<file path="src/rtl/data_stack_pkg.sv">
// Shared processor constants: data-stack operation codes and ALU opcodes.
package data_stack_pkg;

  typedef enum logic [2:0] {
    OP_NOP   = 3'b000,
    OP_PUSH  = 3'b001,
    OP_POP   = 3'b010,
    OP_BINOP = 3'b011,
    OP_REPL  = 3'b100,
    OP_DUP   = 3'b101,
    OP_SWAP  = 3'b110,
    OP_NOP7  = 3'b111
  } stack_op_e;

  typedef enum logic [2:0] {
    ALU_ADD = 3'b000,
    ALU_SUB = 3'b001,
    ALU_AND = 3'b010,
    ALU_OR  = 3'b011,
    ALU_XOR = 3'b100,
    ALU_SHL = 3'b101,
    ALU_SHR = 3'b110,
    ALU_PASS = 3'b111
  } alu_op_e;

endpackage

</file>
<file path="src/rtl/stack_ram.sv">
// Spill register file for the data stack: synchronous write, asynchronous read.
module stack_ram #(
  parameter int WIDTH   = 16,
  parameter int ENTRIES = 14,
  parameter int AW      = 4
) (
  input  logic             clk,
  input  logic             we,
  input  logic [AW-1:0]    waddr,
  input  logic [WIDTH-1:0] wdata,
  input  logic [AW-1:0]    raddr,
  output logic [WIDTH-1:0] rdata
);

  logic [WIDTH-1:0] mem [ENTRIES];

  always_ff @(posedge clk) begin
    if (we) mem[waddr] <= wdata;
  end

  assign rdata = mem[raddr];

endmodule

</file>
<file path="src/rtl/data_stack.sv">
// Operand stack with Top/Next held in registers and deeper entries spilled to stack_ram.
module data_stack
  import data_stack_pkg::*;
#(
  parameter int WIDTH = 16,
  parameter int DEPTH = 16
) (
  input  logic                     clk,
  input  logic                     reset,
  input  logic [2:0]               Op,
  input  logic [WIDTH-1:0]         Din,
  output logic [WIDTH-1:0]         Top,
  output logic [WIDTH-1:0]         Next,
  output logic [$clog2(DEPTH):0]   Depth,
  output logic                     Empty,
  output logic                     Full,
  output logic                     Err
);

  localparam int DW = $clog2(DEPTH) + 1;
  localparam int AW = $clog2(DEPTH - 2);

  logic [WIDTH-1:0] top_r, next_r, top_d, next_d, rd;
  logic [DW-1:0]    depth_r, depth_d;
  logic             empty_r, full_r, err_r;
  logic             rej, we, has1, has2, has3;
  logic [AW-1:0]    waddr, raddr;

  // Spill slot i holds the i-th entry from the bottom, so pushes never move data.
  assign waddr = AW'(depth_r - DW'(2));
  assign raddr = AW'(depth_r - DW'(3));
  assign has1  = depth_r != '0;
  assign has2  = depth_r >= DW'(2);
  assign has3  = depth_r >= DW'(3);

  stack_ram #(.WIDTH(WIDTH), .ENTRIES(DEPTH - 2), .AW(AW)) u_ram (
    .clk   (clk),
    .we    (we),
    .waddr (waddr),
    .wdata (next_r),
    .raddr (raddr),
    .rdata (rd)
  );

  always_comb begin
    top_d   = top_r;
    next_d  = next_r;
    depth_d = depth_r;
    rej     = 1'b0;
    we      = 1'b0;
    case (stack_op_e'(Op))
      OP_PUSH: begin
        if (full_r) rej = 1'b1;
        else begin
          top_d   = Din;
          next_d  = top_r;
          we      = has2;
          depth_d = depth_r + DW'(1);
        end
      end
      OP_POP: begin
        if (!has1) rej = 1'b1;
        else begin
          top_d   = next_r;
          next_d  = has3 ? rd : '0;
          depth_d = depth_r - DW'(1);
        end
      end
      OP_BINOP: begin
        if (!has2) rej = 1'b1;
        else begin
          top_d   = Din;
          next_d  = has3 ? rd : '0;
          depth_d = depth_r - DW'(1);
        end
      end
      OP_REPL: begin
        if (!has1) rej = 1'b1;
        else top_d = Din;
      end
      OP_DUP: begin
        if (full_r || !has1) rej = 1'b1;
        else begin
          next_d  = top_r;
          we      = has2;
          depth_d = depth_r + DW'(1);
        end
      end
      OP_SWAP: begin
        if (!has2) rej = 1'b1;
        else begin
          top_d  = next_r;
          next_d = top_r;
        end
      end
      default: ;
    endcase
  end

  always_ff @(posedge clk) begin
    if (reset) begin
      top_r   <= '0;
      next_r  <= '0;
      depth_r <= '0;
      empty_r <= 1'b1;
      full_r  <= 1'b0;
      err_r   <= 1'b0;
    end else begin
      top_r   <= top_d;
      next_r  <= next_d;
      depth_r <= depth_d;
      empty_r <= depth_d == '0;
      full_r  <= depth_d == DW'(DEPTH);
      err_r   <= rej;
    end
  end

  assign Top   = top_r;
  assign Next  = next_r;
  assign Depth = depth_r;
  assign Empty = empty_r;
  assign Full  = full_r;
  assign Err   = err_r;

endmodule

</file>
<file path="config.mk">
export PLATFORM = sky130hd
export DESIGN_NAME = data_stack
export DESIGN_NICKNAME = d
export VERILOG_FILES = /design/src/rtl/data_stack_pkg.sv /design/src/rtl/stack_ram.sv /design/src/rtl/data_stack.sv
export SDC_FILE = /design/constraint.sdc
export NUM_CORES = 1
export LEC_CHECK = 0
export BUFFER_PORTS_ARGS = -buffer_cell sky130_fd_sc_hd__buf_4
export CORE_MARGIN = 1
export CORE_UTILIZATION = 48
export CTS_BUF_LIST = sky130_fd_sc_hd__clkbuf_8
export DETAILED_ROUTE_END_ITERATION = 8
export GPL_ROUTABILITY_DRIVEN = 1
export PLACE_DENSITY_LB_ADDON = 0.25
export SLEW_MARGIN = 20
export SYNTH_ARGS = -nofsm -noshare
export SYNTH_HDL_FRONTEND = slang
export SYNTH_SLANG_ARGS = --single-unit
</file>
<file path="constraint.sdc">
create_clock -name clk -period 6.13 [get_ports clk]
set_input_delay 0.3065 -clock clk [delete_from_list [all_inputs] [get_ports clk]]
set_output_delay 0.3065 -clock clk [all_outputs]
set_load 0.1 [all_outputs]
</file>
==> impl_metrics.toml, run 1 <==
[setup_path]
arrival_ps = 3590
startpoint = "Depth[2]"
critical_path_buf_inv_count = 2
slowest_delay_ps = 840
critPathRequiredTime_ps = 6370
path_class = "reg2reg"
path_cells = "inv_1, ha_1, xnor2_1, nand2b_1, nor2_1, buf_4"
end_kind = "flop"
crit_family = "simple AND/OR/NAND/NOR gates"
timing.rr.start = "Depth[2]"
crit_path_start_kind = "flop"
crit_fanout = 14
worst_path_max_delay_cell = "dfxtp_1"

[floorplanning]
initial_core_util_pct = 49.56
core_area_um2 = 22160
row_count = 54
dieArea_um2 = 23490
die_w_um = 153.3
ios = 61
die_h_um = 153.3

[logic_synthesis]
avgSynthCellArea_um2 = 14.30
synth-async-reset-ratio_pct = 0
synth_edf_count = 224
synth_seq_cells = 264
synthesis.area_um2 = 10980
syn_nets = 798
yosysWarnings = 0
yosysMostFrequentCell = "edfxtp_1"
synth-main-ff-cell = "edfxtp_1"
yosys.area.top_type_share_pct = 61.24
synth_top_cells_by_area = "edfxtp_1, dfxtp_1, mux2i_1"
synthCells = 768
yosys.cell_types.count = 58
yosys.area.top_type = "edfxtp_1"
ys_top_cells_by_count = "edfxtp_1, nand2_1, nor2_1"
synth-seq-area-share_pct = 68.53

[place]
place_area_um2 = 11800
portBuffers = 60
dpl.hpwl_um = 15870
gp_congestion = 0.8907

[route]
final_antenna_net_count = 0
vias = 6914
routed_wl_um = 26390
drt-initial-drc-count = 513
drtPass1Iterations = 7
viasPerCell = 5.945
wl_per_cell_um = 22.69
drcViolationCount = 0

[global_route]
grt_util_met1_pct = 30.30
use_met2_pct = 37.70
use_met3_pct = 4.196
grt_antenna_before_repair = 0
grt_max_degree = 82
grt_pass1_wl_um = 40450
grt_overflow = 0
track_usage_pct = 22.72
grt_pass1_vias = 6918
gr-max-usage-layer = "met2"

[clock_network]
clk_latency_ps = 540
clock_sinks = 264
cts_max_level = 2
cts_root_buf = "clkbuf_8"
hold_buffers = 0
cts_tree = "done"
clkTransAtPathRegs_ps = 60
cts_setup_buffers = 0
cts_made_buffers = 42
clockBufferDepth = 3
cts_resized = 0

[sta]
finalHoldViolCount = 0
grt_setup_unrepaired = "no"
tns_ps = 0
finalCritPeriodShare_pct = 54.66
maxSlewHeadroom_pct = 24.96
worst_pin_slew_ps = 1126
slew_violations = 0
fmax_ghz = 0.2984
clock_skew_ps = 23.64
period_needed_ps = 3351
setup_viol = 0

[final_layout]
drive_above_1_share_pct = 21.29
nNetsFinal = 879
area_growth_pct = 14.82
finalInstanceArea_um2 = 12610
fin_util_pct = 56.90
num_antenna_cells = 0

[hold_path]
hold_class = "in2reg"
worstHoldStart = "Din[5]"

[power_and_ir_drop]
p_leak_uw = 0.004459
peakVddDrop_mv = 0.2068
power_density_nw_per_um2 = 377.5

[job]
max_cap_viol_count = 0

[status]
status = "finished clean"
-- power breakdown --
part | internal [µW] | leakage, µW | switching (µW)
sequential | 2070 | 0.00238 | 150
clock | 761 | 0.000497 | 673
combinational | 317 | 0.00158 | 786
total | 3150 | 0.00446 | 1610
-- state kept, by name, summed over array words and instances (netlist names) --
signal	cells
Full	1
Next	16
Empty	1
Err	1
Top	16
Depth	5
u_ram.mem	224
-- cells by family after synthesis --
family,count (synthesis),synth area share (%)
AO/OA/AOI/OAI,114,8.954
XOR/XNOR,4,0.5583
adder cells (fa/ha/maj),9,1.025
buffers and inverters,55,2.210
flip-flops,264,68.53
multiplexers,69,8.464
AND/OR/NAND/NOR,253,10.25
-- layout make-up --
| type | instances | area (µm²) |
|---|---|---|
| clock buffer | 48 | 660.6 |
| clock inverter | 30 | 152.6 |
| fill | 1803 | 9550 |
| inverter | 6 | 22.52 |
| multi-input combinational | 449 | 3251 |
| sequential | 264 | 7528 |
| tap | 280 | 350.3 |
| timing repair buffer | 86 | 645.6 |
-- worst min-delay path: stages --
cell and delay [ps]:
buf_4 110, mux2i_1 120, a211oi_1 80
-- final timing paths --
check                           slack (ps)               to  cells past startpoint
worst max register to register        2780  u_ram.mem[7][8]                      6
worst min-delay path                   110           Top[5]                      3
worst min register to register         530           Top[0]                      2
worst max-delay path                  2780  u_ram.mem[7][8]                      6
-- metrics by stage --
step / setup slack, ps / total power (µW) / cells / hold slack [ps]
after floorplan: 1869 / 3050 / 768 / 386.8
after global placement: 2733 / 3346 / 1085 / 515.2
after detailed placement: 2865 / 3365 / 1085 / 521.7
after CTS: 2808 / 4796 / 1163 / 90.30
after global routing: 2469 / 4940 / 1163 / 109.9
final: 2779 / 4761 / 1163 / 112.3
-- per-layer routing --
metal  routed length (µm)  share of wire [%]
met1                11250                 43
met5                    0                  0
met3                 1499                5.7
met4                  635                2.4
met2                13010                 49
-- placed cells by master (no fill, tap or decap), types with 2 or more instances in the layout --
cell type,synthesis,routed
a2111oi_0,15,15
a211oi_1,19,19
a21o_1,2,2
a21oi_1,20,20
a22oi_1,2,2
a311o_1,2,2
a311oi_2,15,15
a31oi_1,2,2
a32oi_1,16,16
buf_4,5,86
clkbuf_8,0,48
clkinv_1,0,3
clkinv_2,0,3
dfxtp_1,40,39
edfxtp_1,224,224
ha_1,9,9
inv_1,6,27
inv_6,0,2
mux2i_1,49,49
mux4_2,19,19
nand2_1,101,101
nand2b_1,8,8
nand3_1,32,32
nand4_1,15,15
nor2_1,75,74
nor2b_1,4,4
nor3_1,6,4
nor3_2,0,2
nor3b_1,3,3
o21ai_0,3,3
xnor2_1,2,2
Power figures use the tool's default switching activity.
==> run 2: changes to the inputs <==
ABC_AREA = 1   (was default)
clock period = 3.2 ns   (was 6.13 ns; I/O delays follow)
==> run 2 against run 1 <==
Maximum frequency up 24%; design area up 5.1%; sequential share of layout area down 2.9 points.
==> impl_metrics.toml, run 2 <==
[sta]
period_needed_ps = 2694
maxSlewHeadroom_pct = 24.97
fmax_ghz = 0.3711
grt_setup_unrepaired = "no"
worst_pin_slew_ps = 1122
setup_viol = 0
finalHoldViolCount = 0
slew_violations = 0
clock_skew_ps = 22.36
timing.hold.ws_ps = 26.44
tns_ps = 0
finalCritPeriodShare_pct = 84.20

[clock_network]
clk_latency_ps = 550
clock_sinks = 264
cts_made_buffers = 44
clkTransAtPathRegs_ps = 60
clockBufferDepth = 3
cts_resized = 0
cts_root_buf = "clkbuf_8"
cts_tree = "done"
cts_max_level = 2

[route]
final_antenna_net_count = 0
wl_per_cell_um = 17.78
vias = 8322
drtPass1Iterations = 5
viasPerCell = 5.331
drt-initial-drc-count = 629
routed_wl_um = 27760
drcViolationCount = 0

[setup_path]
critPathRequiredTime_ps = 3670
startpoint = "Depth[0]"
arrival_ps = 3160
timing.rr.start = "Depth[0]"
path_class = "reg2reg"
crit_fanout = 32
end_kind = "flop"
crit_path_start_kind = "flop"

[logic_synthesis]
avgSynthCellArea_um2 = 10.22
synth_top_cells_by_area = "edfxtp_1, nand2_1, dfxtp_1"
synthCells = 1118
yosys.area.top_type_share_pct = 58.88
synthesis.area_um2 = 11420
syn_nets = 1148
yosys.cell_types.count = 34
synth-main-ff-cell = "edfxtp_1"
ys_top_cells_by_count = "nand2_1, edfxtp_1, nand3_1"
synth_edf_count = 224
synth_seq_cells = 264
yosys.area.top_type = "edfxtp_1"
synth-seq-area-share_pct = 65.89
yosysMostFrequentCell = "nand2_1"
yosysWarnings = 0
synth-async-reset-ratio_pct = 0

[power_and_ir_drop]
clockPowerShare_pct = 27.6
p_leak_uw = 0.005187
switchingPower_uw = 3500
internal-power_uw = 6005
p_sw_share_pct = 36.83
seqPwrFrac_pct = 44.5
peakVddDrop_mv = 0.5308
pwr-share-comb_pct = 27.9
power.total_uw = 9505
power_density_nw_per_um2 = 716.9

[floorplanning]
die_w_um = 156.3
dieArea_um2 = 24420
core_area_um2 = 23400
ios = 61
die_h_um = 156.3
initial_core_util_pct = 48.82
row_count = 56

[final_layout]
final_common_cell = "nand2_1"
nNetsFinal = 1240
area_growth_pct = 16.06
fillCellCount = 2037
final_cell_mix = "nand2_1, edfxtp_1, nand3_1, a21oi_1, buf_4"
seqCellArea_um2 = 7533
finalInstanceArea_um2 = 13260
drive_above_1_share_pct = 15.22
top_register = "u_ram.mem"
largest_register_ffs = 224
multiInputGateArea_um2 = 3427
num_antenna_cells = 0

[global_route]
grt_pass1_vias = 7855
use_met3_pct = 3.794
grt_overflow = 0
grt_antenna_before_repair = 0
grt_pass1_wl_um = 43210
use_met2_pct = 40.35
track_usage_pct = 23.28
grt_util_met1_pct = 29.50
gr-max-usage-layer = "met2"
grt_max_degree = 105

[place]
dpl.hpwl_um = 17130
gp_congestion = 0.8961
place_area_um2 = 12330
portBuffers = 60

[hold_path]
worstHoldStart = "Din[13]"
hold_class = "in2reg"

[status]
status = "finished clean"

[job]
max_cap_viol_count = 0
==> run 2: worst max-delay path: stages (launching register included) <==
cell and delay [ps]:
dfxtp_4 510, clkinv_2 160, ha_2 220, inv_1 160, nor2_2 80, nand2_4 140
nor2_2 80, nor3_4 910, o21ai_0 180, a21oi_1 170
==> run 2: final timing paths <==
kind | to | slack [ps] | cells after the start
setup / recovery | Top[15] | 510 | 9
hold / removal | Top[13] | 30 | 5
setup reg to reg | Top[15] | 510 | 9
hold reg to reg | Top[8] | 540 | 2
==> run 2: final cells by class <==
| cell class | count | share of cell area, % |
|---|---|---|
| inverter | 65 | 1.850 |
| sequential | 264 | 56.82 |
| tap | 319 | 3.010 |
| timing repair buffer | 107 | 6.643 |
| multi-input combinational | 728 | 25.85 |
| clock buffer | 46 | 4.775 |
| clock inverter | 32 | 1.057 |
==> run 2: repair_timing <==
action | CTS | global route
buffers inserted | 0 | 0
setup endpoints to repair | 0 | 0
hold endpoints to repair | 19 | 0
hold buffers | 16 | 0
==> run 2: power groups by stage <==
| stage | sequential, µW | clock, µW | combinational [µW] |
|---|---|---|---|
| floorplan | 4860 | 0 | 1330 |
| global placement | 4300 | 0 | 2610 |
| detailed placement | 4310 | 0 | 2640 |
| CTS | 4230 | 2680 | 2660 |
| global route | 4260 | 2840 | 2880 |
| finish | 4230 | 2620 | 2650 |
==> run 2: metal layers <==
metal | part of all wire (%) | wire [µm]
met5 | 0 | 0
met2 | 51 | 14130
met4 | 2.6 | 709
met1 | 42 | 11630
met3 | 4.6 | 1287
==> run 2: cell families after synthesis <==
logic type / Yosys count / share of synthesized area (%)
simple gates: 572 / 21.43
xor+xnor: 4 / 0.3724
compound gates: 143 / 6.549
flops: 264 / 65.89
fa+ha+maj: 9 / 0.9857
buf+inv: 126 / 4.775
==> run 2: stage by stage <==
stage | instances | util, % | setup WS (ps)
floorplan | 1118 | - | 59.10
global placement | 1467 | 52.67 | 602.9
detailed placement | 1467 | 52.67 | 551.7
CTS | 1561 | 56.66 | 537.1
global route | 1561 | 56.66 | 296.6
finish | 1561 | 56.66 | 505.6
==> run 3: changes to the inputs <==
clock period = 2.7 ns   (was 3.2 ns; I/O delays follow)
==> run 3 against run 2 <==
Register-to-register slack lost 250 ps; maximum frequency grew 10%; clock-buffer cell count shrank 1; critical path depth shrank 1; core utilization grew 0.97 points; clock power grew 23%; sequential power grew 18%; cell count grew 0.83%; design area grew 1.7%; worst hold slack gained 85 ps; first-iteration DRC count grew 20%; largest power group unchanged; highest routed layer unchanged.
==> impl_metrics.toml, run 3 (synthesis results as in run 2) <==
[floorplanning]
dieArea_um2 = 24420
ios = 61
die_w_um = 156.3
initial_core_util_pct = 48.82
core_area_um2 = 23400
die_h_um = 156.3
row_count = 56

[power_and_ir_drop]
p_leak_uw = 0.005270
power_density_nw_per_um2 = 848.1
peakVddDrop_mv = 0.6682

[job]
max_cap_viol_count = 0

[sta]
maxSlewHeadroom_pct = 47.96
period_needed_ps = 2448
finalCritPeriodShare_pct = 90.67
clock_skew_ps = 21.28
tns_ps = 0
worst_pin_slew_ps = 780.5
fmax_ghz = 0.4085
grt_setup_unrepaired = "no"
setup_viol = 0
layout_setup_ws_ps = 251.9
slew_violations = 0
finalHoldViolCount = 0

[route]
final_antenna_net_count = 0
drcViolationCount = 0
viasPerCell = 5.334
wl_per_cell_um = 17.84
vias = 8395
drt-initial-drc-count = 756
drtPass1Iterations = 5
routed_wl_um = 28080

[clock_network]
cts_max_level = 2
clkTransAtPathRegs_ps = 60
cts_made_buffers = 43
clockBufferDepth = 3
clk_latency_ps = 560
cts_tree = "done"
cts_root_buf = "clkbuf_8"
cts_setup_buffers = 0
clock_sinks = 264

[global_route]
gr-max-usage-layer = "met2"
track_usage_pct = 23.73
use_met2_pct = 39.43
grt_overflow = 0
use_met3_pct = 3.711
grt_util_met1_pct = 31.75
grt_pass1_wl_um = 43950
grt_antenna_before_repair = 0
grt_max_degree = 71
grt_pass1_vias = 7981

[final_layout]
multiInputGateArea_um2 = 3493
num_antenna_cells = 0
nNetsFinal = 1251
top_register = "u_ram.mem"
seqCellArea_um2 = 7541
fillCellCount = 2017
final_common_cell = "nand2_1"
largest_register_ffs = 224
drive_above_1_share_pct = 16.89
area_growth_pct = 18.04
final_cell_mix = "nand2_1, edfxtp_1, nand3_1, buf_4, a21oi_1"

[setup_path]
crit_path_start_kind = "flop"
timing.rr.start = "Depth[1]"
path_cells = "inv_1, ha_1, nand2_1, nand2_1, inv_1, or2_2, nor3_4, buf_12"
ff2ff_setup_slack_ps = 250
end_kind = "flop"
critical_path_buf_inv_count = 3
r2r_end = "u_ram.mem[7][3]"
critPathRequiredTime_ps = 2960
crit_family = "simple AND/OR/NAND/NOR gates"
crit_fanout = 16
path_class = "reg2reg"
slowest_delay_ps = 380
worstRegToRegCells = 8
arrival_ps = 2710
worst_path_max_delay_cell = "or2_2"

[hold_path]
hold_class = "in2reg"
hold_path_depth = 6
holdPathEnd = "Depth[0]"
worstHoldStart = "Op[0]"

[place]
gp_congestion = 0.9173
pre_cts_ws_ps = 290.1
dpl.hpwl_um = 17360
portBuffers = 60

[status]
status = "finished clean"
## run 3: cell count changes in the layout (fill, tap and decap cells not counted), sizes merged
cell         change
dlygate4sd3      +1
bufinv           +1
clkinv           +9
clkbuf           -1
buf             +11
clkinvlp         +1
inv              -9
## run 3: worst max-delay path by stage
stage                  start          endpoint  slack, ps  cells after the start
floorplan           Depth[1]   u_ram.mem[2][0]         40                      7
global placement    Depth[1]           Top[15]        330                      9
detailed placement  Depth[1]            Top[0]        290                      9
CTS                 Depth[1]  u_ram.mem[7][14]        270                      8
global route        Depth[1]  u_ram.mem[7][14]        150                      8
finish              Depth[1]   u_ram.mem[7][3]        250                      8
## run 3: cell type report
type,instances,area share [%]
multi-input cells,728,25.90
clock buffers,45,4.593
inverters,65,1.846
well taps,319,2.960
repair buffers,119,7.432
flip-flops and latches,264,55.92
clock inverters,34,1.345
## run 3: stage by stage
| stage | total power [µW] | instance area (µm²) | utilization (%) | instances | hold WS [ps] |
|---|---|---|---|---|---|
| 2_1_floorplan | 7392 | 11590 | - | 1118 | 194.4 |
| 3_3_place_gp | 8251 | 12500 | 53.43 | 1477 | 331.7 |
| 3_5_place_dp | 8284 | 12500 | 53.43 | 1477 | 335.9 |
| 4_1_cts | 11500 | 13470 | 57.58 | 1573 | 94.23 |
| 5_1_grt | 11950 | 13490 | 57.62 | 1574 | 162.6 |
| 6_report | 11440 | 13490 | 57.62 | 1574 | 111.6 |
## run 3: metal layers
| layer | part of all wire (%) | vias up |
|---|---|---|
| met3 | 6.5 | 54 |
| li1 | - | 4051 |
| met5 | 0 | - |
| met4 | 2.1 | 0 |
| met2 | 49 | 276 |
| met1 | 42 | 4014 |
## run 3: where the power goes
part / leakage, µW / total, µW / switching, µW / internal (µW)
combinational: 0.00243 / 3230 / 2370 / 852
clock: 0.000453 / 3210 / 1560 / 1650
sequential: 0.00239 / 5000 / 276 / 4720
total: 0.00527 / 11400 / 4210 / 7230
## run 3: repair_timing
| action | CTS | global route |
|---|---|---|
| hold buffers | 17 | 0 |
| resized for setup | 0 | 0 |
| endpoints found under the hold margin | 20 | 0 |
## run 3: worst min-delay path, delay by kind of cell
family,cells,cell delay [ps]
AND/OR/NAND/NOR,4,290
buffers and inverters,1,110
AO/OA/AOI/OAI,1,90
